`src/rtl/local_bus_pkg.sv`:
```
// Shared definitions for the local bus register file: FSM encoding,
// the register-space code and the address-phase field positions.
package local_bus_pkg;

    typedef enum logic [2:0] {
        ST_IDLE,
        ST_WAIT_ALE0,
        ST_DECODE,
        ST_WAIT_CS,
        ST_ACK,
        ST_WAIT_RELEASE
    } state_t;

    localparam logic [1:0] REG_SPACE = 2'b00;

    localparam int ID_MSB    = 31;
    localparam int ID_LSB    = 28;
    localparam int SPACE_MSB = 27;
    localparam int SPACE_LSB = 26;
    localparam int IDX_MSB   = 7;
    localparam int IDX_LSB   = 0;
    localparam int IDX_W     = IDX_MSB - IDX_LSB + 1;

endpackage

```
`src/rtl/local_bus_ctrl_fsm.sv`:
```
// Local bus protocol engine: address latch, command decode, chip-select
// timeout and acknowledge handshake. Emits one-cycle wr_en/rd_en strobes.
module local_bus_ctrl_fsm
    import local_bus_pkg::*;
#(
    parameter logic [3:0] BLOCK_ID = 4'h1,
    parameter int         TIMEOUT  = 255
) (
    input  logic             clk,
    input  logic             reset,
    input  logic             cs_n,
    input  logic             rd_wr,
    input  logic             ale,
    input  logic [31:0]      addr_word,
    output logic             wr_en,
    output logic             rd_en,
    output logic [IDX_W-1:0] index,
    output logic             tmo_err,
    output logic             ack_n
);

    localparam int TW = (TIMEOUT < 2) ? 1 : $clog2(TIMEOUT + 1);

    state_t           state_reg, state_next;
    logic [1:0]       space_reg, space_next;
    logic [IDX_W-1:0] index_reg, index_next;
    logic             rd_reg, rd_next;
    logic [TW-1:0]    tmo_reg, tmo_next;
    logic             ack_n_reg, ack_n_next;

    always_ff @(posedge clk or negedge reset) begin
        if (!reset) begin
            state_reg <= ST_IDLE;
            space_reg <= '0;
            index_reg <= '0;
            rd_reg    <= 1'b0;
            tmo_reg   <= '0;
            ack_n_reg <= 1'b1;
        end else begin
            state_reg <= state_next;
            space_reg <= space_next;
            index_reg <= index_next;
            rd_reg    <= rd_next;
            tmo_reg   <= tmo_next;
            ack_n_reg <= ack_n_next;
        end
    end

    always_comb begin
        state_next = state_reg;
        space_next = space_reg;
        index_next = index_reg;
        rd_next    = rd_reg;
        tmo_next   = tmo_reg;
        ack_n_next = ack_n_reg;
        wr_en      = 1'b0;
        rd_en      = 1'b0;
        tmo_err    = 1'b0;
        case (state_reg)
            ST_IDLE: begin
                if (ale) state_next = ST_WAIT_ALE0;
            end
            ST_WAIT_ALE0: begin
                if (!ale) begin
                    if (addr_word[ID_MSB:ID_LSB] == BLOCK_ID) begin
                        space_next = addr_word[SPACE_MSB:SPACE_LSB];
                        index_next = addr_word[IDX_MSB:IDX_LSB];
                        state_next = ST_DECODE;
                    end else begin
                        state_next = ST_IDLE;
                    end
                end
            end
            ST_DECODE: begin
                if (space_reg != REG_SPACE) begin
                    state_next = ST_IDLE;
                end else begin
                    rd_next    = rd_wr;
                    tmo_next   = '0;
                    state_next = ST_WAIT_CS;
                end
            end
            ST_WAIT_CS: begin
                // The access edge is the first one that samples cs_n low.
                if (!cs_n) begin
                    wr_en      = !rd_reg;
                    rd_en      = rd_reg;
                    state_next = ST_ACK;
                end else if (tmo_reg == TW'(TIMEOUT - 1)) begin
                    tmo_err    = 1'b1;
                    state_next = ST_IDLE;
                end else begin
                    tmo_next = tmo_reg + TW'(1);
                end
            end
            ST_ACK: begin
                ack_n_next = 1'b0;
                space_next = '0;
                index_next = '0;
                state_next = ST_WAIT_RELEASE;
            end
            ST_WAIT_RELEASE: begin
                if (cs_n) begin
                    ack_n_next = 1'b1;
                    state_next = ST_IDLE;
                end
            end
            default: state_next = ST_IDLE;
        endcase
    end

    assign index = index_reg;
    assign ack_n = ack_n_reg;

endmodule

```
`src/rtl/local_bus_regfile.sv`:
```
// Local bus register file: NUM_RW control registers, NUM_RO status words,
// registered read data and a saturating error counter.
module local_bus_regfile
    import local_bus_pkg::*;
#(
    parameter int                DATA_W   = 32,
    parameter int                NUM_RW   = 12,
    parameter int                NUM_RO   = 4,
    parameter logic [3:0]        BLOCK_ID = 4'h1,
    parameter logic [DATA_W-1:0] RST_VAL  = 32'd20110704,
    parameter int                TIMEOUT  = 255
) (
    input  logic                     clk,
    input  logic                     reset,
    input  logic                     cs_n,
    input  logic                     rd_wr,
    input  logic                     ale,
    input  logic [DATA_W-1:0]        data,
    output logic [DATA_W-1:0]        data_out,
    output logic                     ack_n,
    output logic [NUM_RW*DATA_W-1:0] ctrl_q,
    output logic [NUM_RW-1:0]        wr_pulse,
    input  logic [NUM_RO*DATA_W-1:0] stat_in,
    output logic [15:0]              err_cnt
);

    localparam logic [IDX_W:0] WR_LIMIT = (IDX_W + 1)'(NUM_RW);
    localparam logic [IDX_W:0] RD_LIMIT = (IDX_W + 1)'(NUM_RW + NUM_RO);

    logic             wr_en, rd_en, tmo_err;
    logic [IDX_W-1:0] index;
    logic [DATA_W-1:0] rd_word;
    logic [DATA_W-1:0] data_out_reg;
    logic [15:0]       err_cnt_reg;
    logic              unmapped_hit;

    local_bus_ctrl_fsm #(
        .BLOCK_ID (BLOCK_ID),
        .TIMEOUT  (TIMEOUT)
    ) u_ctrl_fsm (
        .clk       (clk),
        .reset     (reset),
        .cs_n      (cs_n),
        .rd_wr     (rd_wr),
        .ale       (ale),
        .addr_word (data[31:0]),
        .wr_en     (wr_en),
        .rd_en     (rd_en),
        .index     (index),
        .tmo_err   (tmo_err),
        .ack_n     (ack_n)
    );

    genvar gi;
    generate
        for (gi = 0; gi < NUM_RW; gi++) begin : g_ctrl
            logic [DATA_W-1:0] q_reg;
            logic              pulse_reg;
            logic              hit;
            assign hit = wr_en && (index == IDX_W'(gi));
            always_ff @(posedge clk or negedge reset) begin
                if (!reset) begin
                    q_reg     <= RST_VAL;
                    pulse_reg <= 1'b0;
                end else begin
                    pulse_reg <= hit;
                    if (hit) q_reg <= data;
                end
            end
            assign ctrl_q[gi*DATA_W +: DATA_W] = q_reg;
            assign wr_pulse[gi]                = pulse_reg;
        end
    endgenerate

    // Unmapped indices fall through to zero.
    always_comb begin
        rd_word = '0;
        for (int i = 0; i < NUM_RW; i++)
            if (index == IDX_W'(i)) rd_word = ctrl_q[i*DATA_W +: DATA_W];
        for (int j = 0; j < NUM_RO; j++)
            if (index == IDX_W'(NUM_RW + j)) rd_word = stat_in[j*DATA_W +: DATA_W];
    end

    // Status words are read-only, so a write to them counts as unmapped.
    assign unmapped_hit = (wr_en && ({1'b0, index} >= WR_LIMIT)) ||
                          (rd_en && ({1'b0, index} >= RD_LIMIT));

    always_ff @(posedge clk or negedge reset) begin
        if (!reset) begin
            data_out_reg <= '0;
            err_cnt_reg  <= '0;
        end else begin
            if (rd_en) data_out_reg <= rd_word;
            if ((unmapped_hit || tmo_err) && (err_cnt_reg != 16'hFFFF))
                err_cnt_reg <= err_cnt_reg + 16'd1;
        end
    end

    assign data_out = data_out_reg;
    assign err_cnt  = err_cnt_reg;

endmodule

```
`config.mk`:
```
export PLATFORM = sky130hd
export DESIGN_NAME = local_bus_regfile
export DESIGN_NICKNAME = d
export VERILOG_FILES = /design/src/rtl/local_bus_pkg.sv /design/src/rtl/local_bus_ctrl_fsm.sv /design/src/rtl/local_bus_regfile.sv
export SDC_FILE = /design/constraint.sdc
export NUM_CORES = 1
export LEC_CHECK = 0
export CORE_ASPECT_RATIO = 0.8
export CORE_MARGIN = 2
export CORE_UTILIZATION = 45
export CTS_CLUSTER_SIZE = 16
export DETAILED_ROUTE_END_ITERATION = 6
export PLACE_DENSITY = 0.85
export SLEW_MARGIN = 0
export SYNTH_ARGS = -nofsm -noshare
export SYNTH_HDL_FRONTEND = slang
export SYNTH_SLANG_ARGS = --single-unit
```
`constraint.sdc`:
```
create_clock -name clk -period 2.7 [get_ports clk]
set_clock_uncertainty 0.2 [all_clocks]
set_input_delay 0.54 -clock clk [delete_from_list [all_inputs] [get_ports clk]]
set_output_delay 0.54 -clock clk [all_outputs]
set_load 0.005 [all_outputs]
```
==> flow_summary.yaml, run 1 <==
synthesis:
  synth_seq_area_share_pct: 51.5
  syn_area_um2: 23100
  synth.distinct_cells: 83
  synth-edff-count: 0
  synth_top_area_share_pct: 33.6
  async_flop_share_pct: 100
  synthFlopType: "dfrtp_1"
  synth_area_leaders: "dfrtp_1, dfstp_2, mux2_2"
  ys.warnings.count: 0
  synth_fp_nets: 2292
  synth_cells: 2124
  synth_area_leader_cell: "dfrtp_1"
  synth.ff_latch_count: 467
  avgSynthCellArea_um2: 10.9
layout:
  final_common_cell: "clkdlybuf4s50_1"
  final_nets: 3001
  finalNonFillerCells: 3570
  area.growth.synth_to_final_pct: 45.0
  layout_common_cells: "clkdlybuf4s50_1, nand2_1, dfrtp_1, mux2_2, buf_4"
  largest_register_ffs: 384
  drive_gt1_share_pct: 29.8
worst_setup_path:
  crit_chain: "or4_4 -> buf_12 -> nor3_4 -> nand3_2 -> buf_4 -> mux2_2"
  endpoint_kind: "flip-flop"
  cpMaxStageDelayCell: "or4_4"
  crit_fanout: 17
  regToRegStartpoint: "u_ctrl_fsm.index[4]$_DFFE_PN0P_"
  crit_path_start: "u_ctrl_fsm.index[4]$_DFFE_PN0P_"
  cpPeakStageDelay_ps: 590
  crit_required_ps: 2980
  cp_data_arrival_time_ps: 2980
  critPathLaunchType: "flip-flop"
  path_class: "reg -> reg"
clock_tree:
  cts-root-buf: "clkbuf_16"
  path_clk_slew_ps: 60
  cts_tree: "yes"
  numCtsBuffers: 49
  clockBufferDepth: 3
  clk_latency_ps: 600
  htree_levels: 2
  cts.sinks: 467
place:
  port_buffers: 609
  gp_congestion: 0.997
  hpwl_um: 88400
  pre_cts_slack_ps: -347
  placed_cells: 3461
floorplan:
  row_count: 74
  ios: 610
  start_util_pct: 45.4
  die_w_um: 257
  coreArea_um2: 50800
  die_area_um2: 53100
  dieHeight_um: 207
timing:
  timing.final.crit_share_pct: 100
  relSlewSlack_pct: 45.6
  drv_slew: 0
  hold_viol: 0
  grt_setup_unrepaired: "false"
  setup_violations: 0
  worst_slack_ps: 0.876
  min_period_ps: 2700
  tightest_slew_ps: 807
  max_freq_mhz: 370
power_and_ir_drop:
  p_clk_share_pct: 30.2
  swShare_pct: 37.3
  power.switching_w: 0.00903
  peakVddDrop_mv: 0.493
  power.density_nw_per_um2: 725
  leakagePower_nw: 14.6
  p_comb_share_pct: 37.2
  p_int_w: 0.0152
  p_seq_share_pct: 32.5
global_route:
  grt_pass1_wl_um: 165000
  track_usage_pct: 43.5
  grt_pass1_vias: 22000
  grt-ovfl-total: 0
  grt_max_degree: 73
  antenna_found_initial: 20
route:
  drtIter0Drc: 3098
  routed-via-count: 22800
  drc_errors: 11
  viasPerCell: 6.38
  wl_per_cell_um: 33.3
  drt-total-wl_um: 119000
  ant_nets: 0
  first_pass_iters: 7
status:
  status: "complete, but fails checks"
  violations: "design-rule violations"
min_path:
  hp-class: "in -> async"
job:
  maxCapViolations: 0
-- stage by stage --
stage	util, %	cell area, um^2	total power, W	hold slack [ps]	setup TNS, ps
after floorplan	-	23100	0.0116	44.4	0
after CTS	65.6	33400	0.0238	246	0
final	65.8	33500	0.0243	249	0
after detailed placement	62.2	31600	0.0165	258	-3280
after global routing	65.8	33500	0.0247	285	0
after global placement	62.2	31600	0.0164	254	-1150
-- power groups by stage --
stage                     Sequential, W  Combinational, W  Clock [W]
after floorplan                 0.00774           0.00390          0
after detailed placement        0.00797           0.00850          0
final                           0.00789           0.00903    0.00733
after global routing            0.00790           0.00920    0.00759
after global placement          0.00795           0.00849          0
after CTS                       0.00786           0.00858    0.00734
-- layer usage --
layer  share of wire, %  vias up  global-route usage, %
li1                   -     9054                      -
met5               0.11        -                      0
met2                 42     1940                   63.0
met3                 14      396                   15.5
met4                5.1       18                   19.6
met1                 38    11400                   58.9
-- area by class of cell --
cell class              count  area (um^2)
clock inverters            18          255
inverters                  18         71.3
diodes                     14         35.0
repair buffers            853         8650
fillers                  3887        17400
well taps                 684          856
multi-input cells        1444        10300
clock buffers              72         1460
flip-flops and latches    467        11900
-- cells in the mapped netlist, types with 13 or more instances --
| cell | number |
|---|---|
| inv_1 | 14 |
| a22oi_1 | 13 |
| buf_4 | 27 |
| nand4_1 | 13 |
| mux4_2 | 32 |
| nand2_1 | 425 |
| xnor2_1 | 13 |
| nor3_1 | 16 |
| o22ai_1 | 33 |
| a31oi_1 | 16 |
| mux2_2 | 289 |
| and3_1 | 13 |
| a211oi_1 | 17 |
| mux2i_1 | 19 |
| a222oi_1 | 13 |
| a221oi_1 | 13 |
| a21oi_1 | 87 |
| o221ai_1 | 16 |
| buf_2 | 57 |
| clkbuf_1 | 97 |
| o211ai_1 | 13 |
| nand3_1 | 31 |
| o21ai_0 | 103 |
| nor2_1 | 89 |
| dfrtp_1 | 310 |
| dfstp_2 | 157 |
-- worst max-delay path: cells and delay by family, from the launching register on --
kind	cells	cell delay, ps
buf+inv	2	530
flops	1	420
mux	1	280
simple gates	3	1140
-- what timing repair did --
item | CTS | global route
resized for setup | 12 | 5
pin swaps | 0 | 2
setup endpoints to repair | 75 | 52
endpoints found under the hold margin | 33 | 0
buffers inserted | 0 | 4
hold buffers | 1 | 0
-- path summary, 6_finish.rpt --
kind                                                   end  cells after the start  slack (ps)
setup / recovery           g_ctrl[0].q_reg[28]$_DFFE_PN0P_                      6         0.9
setup reg to reg           g_ctrl[0].q_reg[28]$_DFFE_PN0P_                      6         0.9
max in group asynchronous  g_ctrl[7].q_reg[22]$_DFFE_PN0P_                      4        1200
min in group clk           g_ctrl[4].q_reg[20]$_DFFE_PN1P_                      2         270
hold reg to reg            g_ctrl[4].q_reg[20]$_DFFE_PN1P_                      2         270
hold / removal               g_ctrl[2].pulse_reg$_DFF_PN0_                      2         250
-- logic make-up after synthesis --
logic type | after synthesis | share of synthesized area [%]
compound gates | 427 | 12.4
xor+xnor | 19 | 0.721
fa+ha+maj | 3 | 0.163
buf+inv | 213 | 4.53
flops | 467 | 51.5
mux | 346 | 18.3
simple gates | 649 | 12.4
(Power assumes the default switching activity.)
==> run 2, diff against run 1 <==
--- a/config.mk
+++ b/config.mk
@@ -14,4 +14,5 @@
 export SLEW_MARGIN = 0
 export SYNTH_ARGS = -nofsm -noshare
 export SYNTH_HDL_FRONTEND = slang
+export SYNTH_HIERARCHICAL = 1
 export SYNTH_SLANG_ARGS = --single-unit
==> run 2 against run 1 <==
  * The flow still finishes with violations (design-rule violations)
  * Non-clock buffer count fell by 29
  * Combinational power fell by 11%
  * Largest cell class unchanged
  * Clock power rose by 2%
  * Highest routed layer unchanged
  * Area after synthesis rose by 0.64%
==> flow_summary.yaml, run 2 <==
timing:
  timing.final.crit_share_pct: 99.4
  relSlewSlack_pct: 42.7
  holdWs_ps: 280
  max_freq_mhz: 373
  tightest_slew_ps: 860
  hold_viol: 0
  worst_slack_ps: 15.6
  min_period_ps: 2680
  drv_slew: 0
  setup_violations: 0
  grt_setup_unrepaired: "true"
route:
  wl_per_cell_um: 33.0
  drtIter0Drc: 3001
  drc_errors: 8
  drt-total-wl_um: 113000
  viasPerCell: 6.43
  ant_nets: 0
  first_pass_iters: 7
  routed-via-count: 22100
synthesis:
  syn_area_um2: 23200
  synth_area_leader_cell: "dfrtp_1"
  synth_most_common_cell: "mux2_2"
  synth_seq_area_share_pct: 51.1
  synth_fp_nets: 2164
  synthFlopType: "dfrtp_1"
  avgSynthCellArea_um2: 11.6
  synth.ff_latch_count: 467
  synth_area_leaders: "dfrtp_1, mux2_2, dfstp_2"
  synth_cells: 1996
  ys.warnings.count: 6
  synth_common_cells: "mux2_2, dfrtp_1, dfstp_2"
  synth-edff-count: 0
  synth.distinct_cells: 87
  async_flop_share_pct: 100
  synth_top_area_share_pct: 33.4
worst_setup_path:
  ff2ff_path_depth: 9
  cp.depth: 9
  cpPeakStageDelay_ps: 600
  crit_buf_inv: 3
  crit_required_ps: 3020
  cpMaxStageDelayCell: "or4_4"
  crit_family: "simple AND/OR/NAND/NOR gates"
  cp_data_arrival_time_ps: 3010
  critPathLaunchType: "flip-flop"
  crit_fanout: 8
  endpoint_kind: "flip-flop"
  crit_chain: "or4_4 -> buf_12 -> nor3_4 -> buf_6 -> nand2_1 -> a21oi_2 -> buf_4 -> o21ai_0 -> a31oi_1"
  path_class: "reg -> reg"
floorplan:
  start_util_pct: 45.5
  dieHeight_um: 207
  coreArea_um2: 51000
  row_count: 74
  ios: 610
  die_area_um2: 53500
  die_w_um: 258
layout:
  layout_common_cells: "clkdlybuf4s50_1, mux2_2, dfrtp_1, dfstp_2, buf_4"
  fill_cells: 3727
  drive_gt1_share_pct: 35.8
  largest_register_ffs: 384
  area.growth.synth_to_final_pct: 46.1
  final_nets: 2849
  final_common_cell: "clkdlybuf4s50_1"
  fin_util_pct: 66.5
clock_tree:
  clockBufferDepth: 3
  cts_tree: "yes"
  numCtsBuffers: 49
  cts-root-buf: "clkbuf_16"
  path_clk_slew_ps: 60
  htree_levels: 2
  cts.sinks: 467
  clk_latency_ps: 610
global_route:
  track_usage_pct: 40.9
  antenna_found_initial: 24
  grt_pass1_vias: 21900
  grt_max_degree: 80
  grt_pass1_wl_um: 159000
  grt-ovfl-total: 0
place:
  gp_congestion: 1.00
  hpwl_um: 84100
  port_buffers: 609
  pre_cts_slack_ps: -523
status:
  status: "complete, but fails checks"
  violations: "design-rule violations"
power_and_ir_drop:
  peakVddDrop_mv: 0.483
  leakagePower_nw: 14.4
  power.density_nw_per_um2: 691
job:
  maxCapViolations: 0
min_path:
  hp-class: "in -> async"
run 2: final timing paths:
| kind | startpoint | end | slack (ps) |
|---|---|---|---|
| min | reset | g_ctrl[1].q_reg[22]$_DFFE_PN0P_ | 280 |
| min reg2reg | err_cnt[15]$_DFFE_PN0P_ | err_cnt[15]$_DFFE_PN0P_ | 320 |
| max reg2reg | u_ctrl_fsm/index[5]$_DFFE_PN0P_ | data_out[16]$_DFFE_PN0P_ | 20 |
| max in group asynchronous | reset | g_ctrl[3].q_reg[5]$_DFFE_PN1P_ | 1110 |
| min in group clk | err_cnt[15]$_DFFE_PN0P_ | err_cnt[15]$_DFFE_PN0P_ | 320 |
| max | u_ctrl_fsm/index[5]$_DFFE_PN0P_ | data_out[16]$_DFFE_PN0P_ | 20 |
run 2: cell type report:
class,count,area [um^2],share of cell area [%]
Antenna cell,21,52.6,0.155
Clock buffer,64,1380,4.08
Clock inverter,28,402,1.18
Inverter,29,114,0.335
Multi-Input combinational cell,1310,10800,31.8
Sequential cell,467,11900,35.0
Tap cell,684,856,2.52
Timing Repair Buffer,824,8460,24.9
run 2: repair_timing:
action	CTS	global route
buffers inserted	15	8
gates cloned	0	2
endpoints found under the hold margin	26	0
endpoints found under the setup margin	30	67
gates resized for setup	36	45
pin swaps	9	23
hold buffers	1	0
run 2: cells by family (layout without fill, tap and decap cells):
| logic type | count (synthesis) | count (layout) | share of synthesized area (%) |
|---|---|---|---|
| fa+ha+maj | 3 | 3 | 0.162 |
| xor+xnor | 14 | 14 | 0.528 |
| mux | 465 | 465 | 22.9 |
| other cells | 0 | 21 | 0 |
| flops | 467 | 467 | 51.1 |
| simple gates | 351 | 351 | 7.23 |
| compound gates | 477 | 477 | 13.8 |
| buf+inv | 219 | 945 | 4.28 |
run 2: worst register-to-register path: stages, from the launching register on:
cell	delay, ps
dfrtp_1	380
or4_4	600
buf_12	160
nor3_4	200
buf_6	190
nand2_1	230
a21oi_2	250
buf_4	130
o21ai_0	100
a31oi_1	170
run 2: routing by layer:
layer | up-vias | part of all wire (%) | track usage [%]
met3 | 411 | 14 | 14.7
met2 | 1745 | 43 | 60.8
met4 | 10 | 6.4 | 21.0
met1 | 11100 | 37 | 52.6
li1 | 8780 | - | -
met5 | - | 0.060 | 0
run 2: where the power goes:
group | switching, W | leakage, nW | internal, W
combinational | 0.00452 | 7.61 | 0.00349
sequential | 0.000483 | 5.90 | 0.00746
clock | 0.00301 | 0.888 | 0.00450
total | 0.00801 | 14.4 | 0.0155
run 2: stage by stage:
step	TNS, ps	std cells	power [W]	instance area [um^2]
global route	-21.7	3422	0.0240	33900
floorplan	0	1996	0.0110	23200
detailed placement	-20790	3289	0.0150	31500
finish	0	3427	0.0235	33900
global placement	-16980	3289	0.0148	31500
CTS	0	3396	0.0228	33600
